===== config.mk =====
export PLATFORM = sky130hd
export DESIGN_NAME = ripple_count_capture
export DESIGN_NICKNAME = d
export VERILOG_FILES = /design/src/rtl/ripple_count_capture.sv
export SDC_FILE = /design/constraint.sdc
export NUM_CORES = 1
export LEC_CHECK = 0
export CAP_MARGIN = 20
export CORE_MARGIN = 2
export CORE_UTILIZATION = 55
export CTS_CLUSTER_SIZE = 40
export DETAILED_ROUTE_END_ITERATION = 10
export GPL_TIMING_DRIVEN = 0
export HOLD_SLACK_MARGIN = 0.06
export PLACE_DENSITY = 0.95
export SLEW_MARGIN = 20
export SYNTH_ARGS = -nofsm -noshare
export SYNTH_HDL_FRONTEND = slang
export SYNTH_SLANG_ARGS = --single-unit

===== constraint.sdc =====
create_clock -name clk -period 5.15 [get_ports clk]
set_clock_uncertainty 0.15 [all_clocks]
set_input_delay 1.03 -clock clk [delete_from_list [all_inputs] [get_ports clk]]
set_output_delay 1.03 -clock clk [all_outputs]
set_load 0.03 [all_outputs]

===== src/rtl/ripple_count_capture.sv =====
// ripple_count_capture
//   Consumes the raw q bus of an upstream ripple counter. A small stability
//   filter removes ripple-settling glitches. Each filtered step is turned into a
//   modular delta and accumulated into a wide running count with a sticky
//   overflow flag. An IDLE/ARMED/HOLD machine captures the running count once
//   it reaches a programmable threshold, then offers it over valid/ready.
//
// Ports
//   clk        in   rising-edge clock
//   reset      in   synchronous reset, active low
//   cnt_in     in   [CNT_W-1:0] raw counter bus (asynchronously settling)
//   enable     in   1 = accumulate filtered deltas, 0 = freeze ext_count
//   cnt_clear  in   clear ext_count/overflow and re-baseline to the filtered count
//   arm        in   start a threshold watch (only acted on in IDLE)
//   threshold  in   [W-1:0] unsigned capture level
//   ext_count  out  [W-1:0] extended running count
//   overflow   out  sticky carry-out of ext_count
//   match      out  one-cycle pulse when the capture fires
//   snap_valid out  snapshot available
//   snap_ready in   consumer accepts snapshot
//   snap_data  out  [W-1:0] captured ext_count
//   busy       out  state != IDLE
module ripple_count_capture #(
  parameter int CNT_W    = 4,
  parameter int EXT_W    = 12,
  parameter int STABLE_N = 2
) (
  input  logic                     clk,
  input  logic                     reset,
  input  logic [CNT_W-1:0]         cnt_in,
  input  logic                     enable,
  input  logic                     cnt_clear,
  input  logic                     arm,
  input  logic [CNT_W+EXT_W-1:0]   threshold,
  output logic [CNT_W+EXT_W-1:0]   ext_count,
  output logic                     overflow,
  output logic                     match,
  output logic                     snap_valid,
  input  logic                     snap_ready,
  output logic [CNT_W+EXT_W-1:0]   snap_data,
  output logic                     busy
);

  localparam int W     = CNT_W + EXT_W;
  localparam int RUN_W = (STABLE_N < 1) ? 1 : $clog2(STABLE_N + 1);

  typedef enum logic [1:0] {
    IDLE  = 2'd0,
    ARMED = 2'd1,
    HOLD  = 2'd2
  } state_t;

  // ---------------------------------------------------------------------------
  // Stability filter
  // ---------------------------------------------------------------------------
  logic [CNT_W-1:0] s1_reg;
  logic [CNT_W-1:0] filt_reg;
  logic [RUN_W-1:0] run_reg;
  logic             stable;

  // run_reg = number of consecutive cycles s1_reg has held its current value,
  // saturating at STABLE_N.
  assign stable = (run_reg >= RUN_W'(STABLE_N));

  always_ff @(posedge clk) begin
    if (!reset) begin
      s1_reg   <= '0;
      run_reg  <= '0;
      filt_reg <= '0;
    end else begin
      s1_reg <= cnt_in;
      if (cnt_in != s1_reg) begin
        run_reg <= RUN_W'(1);
      end else if (!stable) begin
        run_reg <= run_reg + RUN_W'(1);
      end
      if (stable) begin
        filt_reg <= s1_reg;
      end
    end
  end

  // ---------------------------------------------------------------------------
  // Delta accumulation
  // ---------------------------------------------------------------------------
  logic [CNT_W-1:0] base_reg;
  logic [W-1:0]     ext_count_reg;
  logic             overflow_reg;
  logic             filt_step;
  logic [CNT_W-1:0] delta;
  logic [W:0]       sum;

  // filt_step marks the cycle in which filt_reg takes a new value; the delta is
  // taken against the new value so the accumulator updates in the same edge.
  assign filt_step = stable && (s1_reg != filt_reg);
  // Modular subtraction: a 15->0 wrap yields 1, a skipped code yields 2, etc.
  assign delta     = s1_reg - base_reg;
  assign sum       = {1'b0, ext_count_reg} + (W+1)'(delta);

  always_ff @(posedge clk) begin
    if (!reset) begin
      base_reg      <= '0;
      ext_count_reg <= '0;
      overflow_reg  <= 1'b0;
    end else if (cnt_clear) begin
      base_reg      <= filt_reg;
      ext_count_reg <= '0;
      overflow_reg  <= 1'b0;
    end else if (filt_step) begin
      // base follows the filtered count even while frozen, so re-enabling
      // never replays the steps seen while disabled.
      base_reg <= s1_reg;
      if (enable) begin
        ext_count_reg <= sum[W-1:0];
        if (sum[W]) begin
          overflow_reg <= 1'b1;
        end
      end
    end
  end

  // ---------------------------------------------------------------------------
  // Threshold capture FSM
  // ---------------------------------------------------------------------------
  state_t       state_reg, state_next;
  logic         match_reg, match_next;
  logic         snap_valid_reg, snap_valid_next;
  logic [W-1:0] snap_data_reg, snap_data_next;
  logic         busy_reg, busy_next;

  always_ff @(posedge clk) begin
    if (!reset) begin
      state_reg      <= IDLE;
      match_reg      <= 1'b0;
      snap_valid_reg <= 1'b0;
      snap_data_reg  <= '0;
      busy_reg       <= 1'b0;
    end else begin
      state_reg      <= state_next;
      match_reg      <= match_next;
      snap_valid_reg <= snap_valid_next;
      snap_data_reg  <= snap_data_next;
      busy_reg       <= busy_next;
    end
  end

  always_comb begin
    state_next      = state_reg;
    match_next      = 1'b0;
    snap_valid_next = snap_valid_reg;
    snap_data_next  = snap_data_reg;
    case (state_reg)
      IDLE: begin
        if (arm) begin
          state_next = ARMED;
        end
      end
      ARMED: begin
        // Compare the registered count, so the snapshot equals the value
        // that satisfied the threshold.
        if (ext_count_reg >= threshold) begin
          state_next      = HOLD;
          match_next      = 1'b1;
          snap_valid_next = 1'b1;
          snap_data_next  = ext_count_reg;
        end
      end
      HOLD: begin
        if (snap_valid_reg && snap_ready) begin
          state_next      = IDLE;
          snap_valid_next = 1'b0;
        end
      end
      default: begin
        state_next      = IDLE;
        snap_valid_next = 1'b0;
      end
    endcase
    busy_next = (state_next != IDLE);
  end

  assign ext_count  = ext_count_reg;
  assign overflow   = overflow_reg;
  assign match      = match_reg;
  assign snap_valid = snap_valid_reg;
  assign snap_data  = snap_data_reg;
  assign busy       = busy_reg;

endmodule


==> impl_results.md, run 1 <==
* Status: finished, final reports clean
* Worst-Skew Late Latency at 310 ps
* DRT antenna net count at 0
* Dpl hpwl at 5414 um
* Crit share post-route at 65.82%
* Resized Gates After CTS at 0
* Worst r2r src: s1_reg[0]
* Commonest non-fill, non-tap cell in the layout: clkdlybuf4s50_1
* DIE WIDTH at 76.13 um
* Die area at 5796 um^2
* Filler Cells Inserted at 383
* Hold depth at 2
* H-tree levels at 2
* Routed met2 length at 3762 um
* Cell depth of the worst setup path at 10
* Area Growth Syn to Fin at 27.59%
* Die height at 76.13 um
* Post-synthesis cell area at 2861 um^2
* Pleak at 1.423 nW
* Yosys warnings at 0
* CP Capture Type: flip-flop
* First-pass GRT wire length at 12000 um
* Largest family of logic cells by synthesized area: simple AND/OR/NAND/NOR gates
* Sequential fraction of the synthesis area at 36.38%
* Worst Path Arrival at 3470 ps
* Fin. max-slew vios at 0
* Top-Level Pins at 62
* Min-delay src: snap_data[1]
* Critical Path Start Type: primary input
* Critical path start-end classification: primary input to flip-flop
* Final wirelength at 7164 um
* Post-synthesis xor/xnor area fraction at 5.815%
* CP Max Fanout at 10
* Diodes inserted at 0
* Metal3 WL at 487 um
* RSZ-0062 raised after global routing: no
* CTS clock-pin slew for the worst setup and hold paths at 90 ps
* Routability-driven placement congestion ratio at 0.8579
* Initial drt markers at 429
* Final Total Pwr at 0.7822 mW
* Final Hold Fails at 0
* Reg2Reg Depth at 10
* Pre-CTS worst setup slack at 1444 ps
* WL/cell at 15.64 um
* Setup TNS at 0 ps
* Clk root buf: clkbuf_8
* # setup viols final at 0
* Prevailing post-synth register cell: dfxtp_1
* Max-slew headroom at 53.52%
* Clock sink count at 52
* Fmax at 0.2950 GHz
* Clk buf depth at 2
* Adder-cell share of the synthesized area at 11.89%
* Crit-path cells: clkdlybuf4s50_1, inv_1, ha_1, nand4_1, a211oi_1, a31oi_1, a21oi_1, buf_2, buf_2, mux2i_1
* CTS Buf Count at 5
* Commonest non-fill, non-tap cells in the layout: clkdlybuf4s50_1, dfxtp_1, nand2_1, inv_1, ha_1
* # Post-CTS Setup Buffers at 0
* Hold path endpoint: snap_data[1]
* Initial antenna violation count at 0
* Initial Utilization at 56.39%
* Post-Syn Nets at 373
* Post-synthesis mux area share at 8.045%
* TritonCTS clock tree: yes
* Slew @ Worst Pin at 697.2 ps
* Hold Crit Class: flip-flop to flip-flop
* DRC Markers at 0
* Port bufs at 59
* Cts hold-fix bufs at 0
* Critical-path top delay cell: clkdlybuf4s50_1
* WL met1 at 2743 um
* Peak VDD IR at 0.1161 mV
* Minimum clock period at 3390 ps
* Synth Area in Compound Gates at 14.91%
* All-Layer GR Usage at 25.34%
* Number of synthesized register bits at 52
* Gr ovfl total at 0
* CP bufs+invs at 4
* Power density over the cells at 214.2 nW/um^2
* Vias in the first global route at 2594
* Max Used Layer: met4
* Post-Syn Area per Cell at 8.914 um^2
* FP Rows at 26
* Reg2reg setup slack at 1920 ps
* Delay-heaviest family, CP: buffers and inverters
* Largest net degree at the start of global routing at 17
* TritonRoute pass-1 iters at 6
* Min setup slack post-route at 1760 ps
* Worst EP required at 5230 ps
* DR vias at 2619
* Unique masters post-synth at 42
* Max Cap Violations at 0
* CORE AREA at 5075 um^2
* Nets at 439
* Largest stage delay on the critical path at 450 ps
* Post-synth EDFFs at 0
* Async S/R FF share, synth at 0%
* Ratio of cells with drive above 1 in the final layout at 3.608%
* Avg Vias per Cell at 5.718
* R2R Path End: ext_count[8]
* Synth Area in Simple Gates at 17.23%
* Gate Count Post-Synth at 321
* Cell mode on critical path: buf_2
stage by stage:
stage / area (um^2) / util (%) / hold WS, ps / std cells
after global routing: 3651 / 71.94 / 340.7 / 458
after detailed placement: 3540 / 69.75 / 299.5 / 450
after floorplan: 2861 / - / 286.8 / 321
after global placement: 3540 / 69.75 / 294.4 / 450
after CTS: 3651 / 71.94 / 311.2 / 458
final: 3651 / 71.94 / 309.2 / 458
metal layers:
metal / GRT usage, % / vias to the layer above
li1: - / 1256
met1: 29.30 / 1218
met2: 47.14 / 125
met3: 4.028 / 20
met4: 9.091 / 0
met5: 0 / -
kinds of logic (layout without fill, tap and decap cells):
family / after synthesis / after routing
simple gates: 99 / 99
compound gates: 61 / 61
flops: 52 / 52
buf+inv: 41 / 108
fa+ha+maj: 26 / 26
mux: 23 / 23
xor+xnor: 19 / 19
power breakdown:
part	switching (mW)	internal, mW
clock	0.134	0.144
sequential	0.00672	0.408
combinational	0.0449	0.0452
layout make-up:
cell class                 instances  area [um^2]  area share, %
tap                               70        87.58          2.399
inverter                          26        97.59          2.673
clock inverter                     3        42.54          1.165
clock buffer                       5        68.82          1.885
timing repair buffer              59        590.6          16.18
buffer                            15        66.31          1.816
sequential                        52         1041          28.51
multi-input combinational        228         1657          45.37
worst max-delay path by stage:
stage,start,to,slack [ps]
after floorplan,threshold[13],snap_valid,2120
after global placement,threshold[13],snap_valid,1520
after detailed placement,threshold[0],state_reg[1],1440
after CTS,threshold[15],snap_data[9],1770
after global routing,threshold[13],snap_data[14],1600
final,threshold[15],snap_data[9],1760
worst min-delay path, stage by stage (launching register included):
cell     delay [ps]
dfxtp_1         320
nand2_1          50
mux2i_1          50
cell usage after synthesis (2+ instances only):
library cell	number	area, um^2
dfxtp_1	52	1041
nand2_1	43	161.4
inv_1	26	97.59
ha_1	24	300.3
mux2i_1	23	230.2
a21oi_1	15	75.07
nor2_1	14	52.55
xnor2_1	12	105.1
clkbuf_1	11	41.29
o21ai_0	11	55.05
xor2_1	7	61.31
a21o_1	6	45.04
and2_1	6	37.54
o31ai_1	6	45.04
or4_1	6	45.04
a21boi_0	5	37.54
nand4_1	5	31.28
nand3_1	4	20.02
nor4_1	4	25.02
o21a_1	4	30.03
o311a_1	4	40.04
or3_1	3	18.77
a211oi_1	2	15.01
a31oi_1	2	12.51
and4_1	2	17.52
buf_2	2	10.01
fa_1	2	40.04
nand2b_1	2	12.51
nor2b_1	2	12.51
nor3_1	2	10.01
nor3b_1	2	15.01
nor4b_1	2	17.52
(Power assumes the default switching activity.)
==> inputs of run 2 (changes only) <==
--- a/config.mk
+++ b/config.mk
@@ -7,12 +7,12 @@
 export LEC_CHECK = 0
 export CAP_MARGIN = 20
 export CORE_MARGIN = 2
-export CORE_UTILIZATION = 55
+export CORE_UTILIZATION = 46
 export CTS_CLUSTER_SIZE = 40
 export DETAILED_ROUTE_END_ITERATION = 10
 export GPL_TIMING_DRIVEN = 0
 export HOLD_SLACK_MARGIN = 0.06
-export PLACE_DENSITY = 0.95
+export PLACE_DENSITY = 0.86
 export SLEW_MARGIN = 20
 export SYNTH_ARGS = -nofsm -noshare
 export SYNTH_HDL_FRONTEND = slang
==> constraint.sdc (replaced) <==
create_clock -name clk -period 2.8 [get_ports clk]
set_clock_uncertainty 0.15 [all_clocks]
set_input_delay 0.56 -clock clk [delete_from_list [all_inputs] [get_ports clk]]
set_output_delay 0.56 -clock clk [all_outputs]
set_load 0.03 [all_outputs]
==> run 2 against run 1 <==
  * Utilization is 7.5 points lower
  * Clock power rose by 62%
  * Sequential share of layout area fell by 1.3 points
  * Register-to-register slack got worse by 1900 ps
  * Combinational power increased by 110%
  * Flip-flop and latch count unchanged
  * First-iteration DRC count is 52% lower
  * Worst setup slack worse by 1700 ps
  * Total power is 79% higher
  * Highest routed layer unchanged
==> impl_results.md, run 2 (synthesis gave the netlist of run 1 again) <==
* Status: finished, final reports clean (unchanged)
* Die area at 6867 um^2 (was 5796 um^2)
* Nets at 445 (was 439)
* Dpl hpwl at 5204 um (was 5414 um)
* DRT antenna net count at 0 (unchanged)
* FP Rows at 28 (was 26)
* Filler Cells Inserted at 477 (was 383)
* Crit-path cells: inv_1, ha_1, inv_2, fa_2, ha_1, a21o_1, a21o_1, a21oi_4, buf_6, or4_1, a21oi_1 (was clkdlybuf4s50_1, inv_1, ha_1, nand4_1, a211oi_1, a31oi_1, a21oi_1, buf_2, buf_2, mux2i_1)
* H-tree levels at 2 (unchanged)
* Pleak at 1.468 nW (was 1.423 nW)
* Peak VDD IR at 0.2670 mV (was 0.1161 mV)
* First-pass GRT wire length at 11800 um (was 12000 um)
* Top-Level Pins at 62 (unchanged)
* Clk root buf: clkbuf_8 (unchanged)
* CP Max Fanout at 5 (was 10)
* All-Layer GR Usage at 20.43% (was 25.34%)
* TritonRoute pass-1 iters at 4 (was 6)
* Diodes inserted at 0 (unchanged)
* Worst EP required at 2900 ps (was 5230 ps)
* Routability-driven placement congestion ratio at 0.8029 (was 0.8579)
* DIE WIDTH at 82.87 um (was 76.13 um)
* Worst Path Arrival at 2840 ps (was 3470 ps)
* Minimum clock period at 2741 ps
* DRC Markers at 0 (unchanged)
* DR vias at 2601 (was 2619)
* CTS clock-pin slew for the worst setup and hold paths at 90 ps (about the same)
* CP Capture Type: flip-flop (unchanged)
* Initial drt markers at 207 (was 429)
* Critical path start-end classification: flip-flop to flip-flop (was primary input to flip-flop)
* Hold Crit Class: flip-flop to flip-flop (unchanged)
* Area Growth Syn to Fin at 34.19% (was 27.59%)
* Critical Path Start Type: flip-flop (was primary input)
* Initial antenna violation count at 0 (unchanged)
* Storage element area at 1046 um^2 (was 1041 um^2)
* Clock sink count at 52 (unchanged)
* Power density over the cells at 364.6 nW/um^2 (was 214.2 nW/um^2)
* Commonest non-fill, non-tap cell in the layout: clkdlybuf4s50_1 (unchanged)
* Multi-input logic area at 1764 um^2 (was 1657 um^2)
* Vias in the first global route at 2536 (was 2594)
* Crit share post-route at 97.88%
* Pre-CTS worst setup slack at -454.4 ps (was 1444 ps)
* Gr ovfl total at 0 (unchanged)
* Avg Vias per Cell at 5.546 (was 5.718)
* Fmax at 0.3649 GHz
* Cts hold-fix bufs at 0 (unchanged)
* Largest stage delay on the critical path at 460 ps (was 450 ps)
* RSZ-0062 raised after global routing: yes (was no)
* Port bufs at 59 (unchanged)
* Ratio of cells with drive above 1 in the final layout at 9.898% (was 3.608%)
* CORE AREA at 5956 um^2 (was 5075 um^2)
* Min setup slack post-route at 59.43 ps (was 1760 ps)
* Die height at 82.87 um (was 76.13 um)
* Final Hold Fails at 0 (unchanged)
* Slew @ Worst Pin at 532.7 ps (was 697.2 ps)
* Worst-Skew Late Latency at 310 ps (about the same)
* Max-slew headroom at 64.36% (was 53.52%)
* Largest net degree at the start of global routing at 16 (was 17)
* Critical-path top delay cell: or4_1 (was clkdlybuf4s50_1)
* Fin. max-slew vios at 0 (unchanged)
* CTS Buf Count at 5 (unchanged)
* Commonest non-fill, non-tap cells in the layout: clkdlybuf4s50_1, dfxtp_1, nand2_1, inv_1 (was clkdlybuf4s50_1, dfxtp_1, nand2_1, inv_1, ha_1)
* Initial Utilization at 48.05% (was 56.39%)
* # setup viols final at 0 (unchanged)
* Clk buf depth at 2 (unchanged)
* Max Cap Violations at 0 (unchanged)
* Non-Filler Instances at 469 (was 458)
* TritonCTS clock tree: yes (unchanged)
* Cell Count Post-Placement at 455 (was 450)
* Final wirelength at 7404 um (was 7164 um)
* Hold_ws at 317.3 ps (was 309.2 ps)
* WL/cell at 15.79 um (was 15.64 um)
==> run 2: changes by cell type in the layout (fill, tap and decap cells not counted), sizes merged <==
cell	previous run	this run
buf	4	10
clkbuf	16	18
bufinv	1	0
clkinv	1	0
==> run 2: path summary, 6_finish.rpt <==
check	startpoint	end	slack (ps)	cells past startpoint
worst max-delay path	s1_reg[0]	ext_count[15]	60	11
worst min-delay path	snap_data[14]	snap_data[14]	320	2
worst max register to register	s1_reg[0]	ext_count[15]	60	11
worst min register to register	snap_data[14]	snap_data[14]	320	2
==> run 2: layout make-up <==
type                            instances  area share [%]
Multi-Input combinational cell        228           45.94
Buffer                                 15           2.248
Clock inverter                          1          0.1955
Inverter                               26           2.542
Tap cell                               75           2.444
Clock buffer                            7           2.248
Sequential cell                        52           27.24
Timing Repair Buffer                   65           17.14
==> run 2: routing by layer <==
layer | track usage [%] | vias to the layer above | share of wire (%)
met5 | 0 | - | 0
met4 | 7.154 | 0 | 1.9
met3 | 4.771 | 14 | 4.8
met2 | 36.00 | 78 | 52
met1 | 24.21 | 1243 | 41
li1 | - | 1266 | -
==> run 2: repair_timing <==
action	CTS	global route
resized for setup	9	22
cloned	1	0
endpoints found under the setup margin	23	23
pin swaps	1	14
endpoints found under the hold margin	0	0
buffers inserted	2	3
==> run 2: metrics by stage <==
step	total power [mW]	util [%]	setup TNS, ps	cell area [um^2]
3_5_place_dp	0.9424	59.54	-8303	3546
4_1_cts	1.381	61.91	-37.43	3687
2_1_floorplan	0.8779	-	0	2861
3_3_place_gp	0.9330	59.54	-6227	3546
6_report	1.400	64.47	0	3840
5_1_grt	1.453	64.47	-444.1	3840
==> run 2: where the power goes <==
part	switching, mW	internal (mW)	leakage [nW]
Clock	0.249	0.201	0.0445
Combinational	0.0956	0.0931	1.00
Sequential	0.0112	0.750	0.422
Total	0.356	1.04	1.47
==> run 2: critical path, delay by kind of cell (launching register included) <==
family | cells | cell delay [ps]
fa+ha+maj | 3 | 940
compound gates | 4 | 510
simple gates | 1 | 460
flops | 1 | 370
buf+inv | 3 | 250
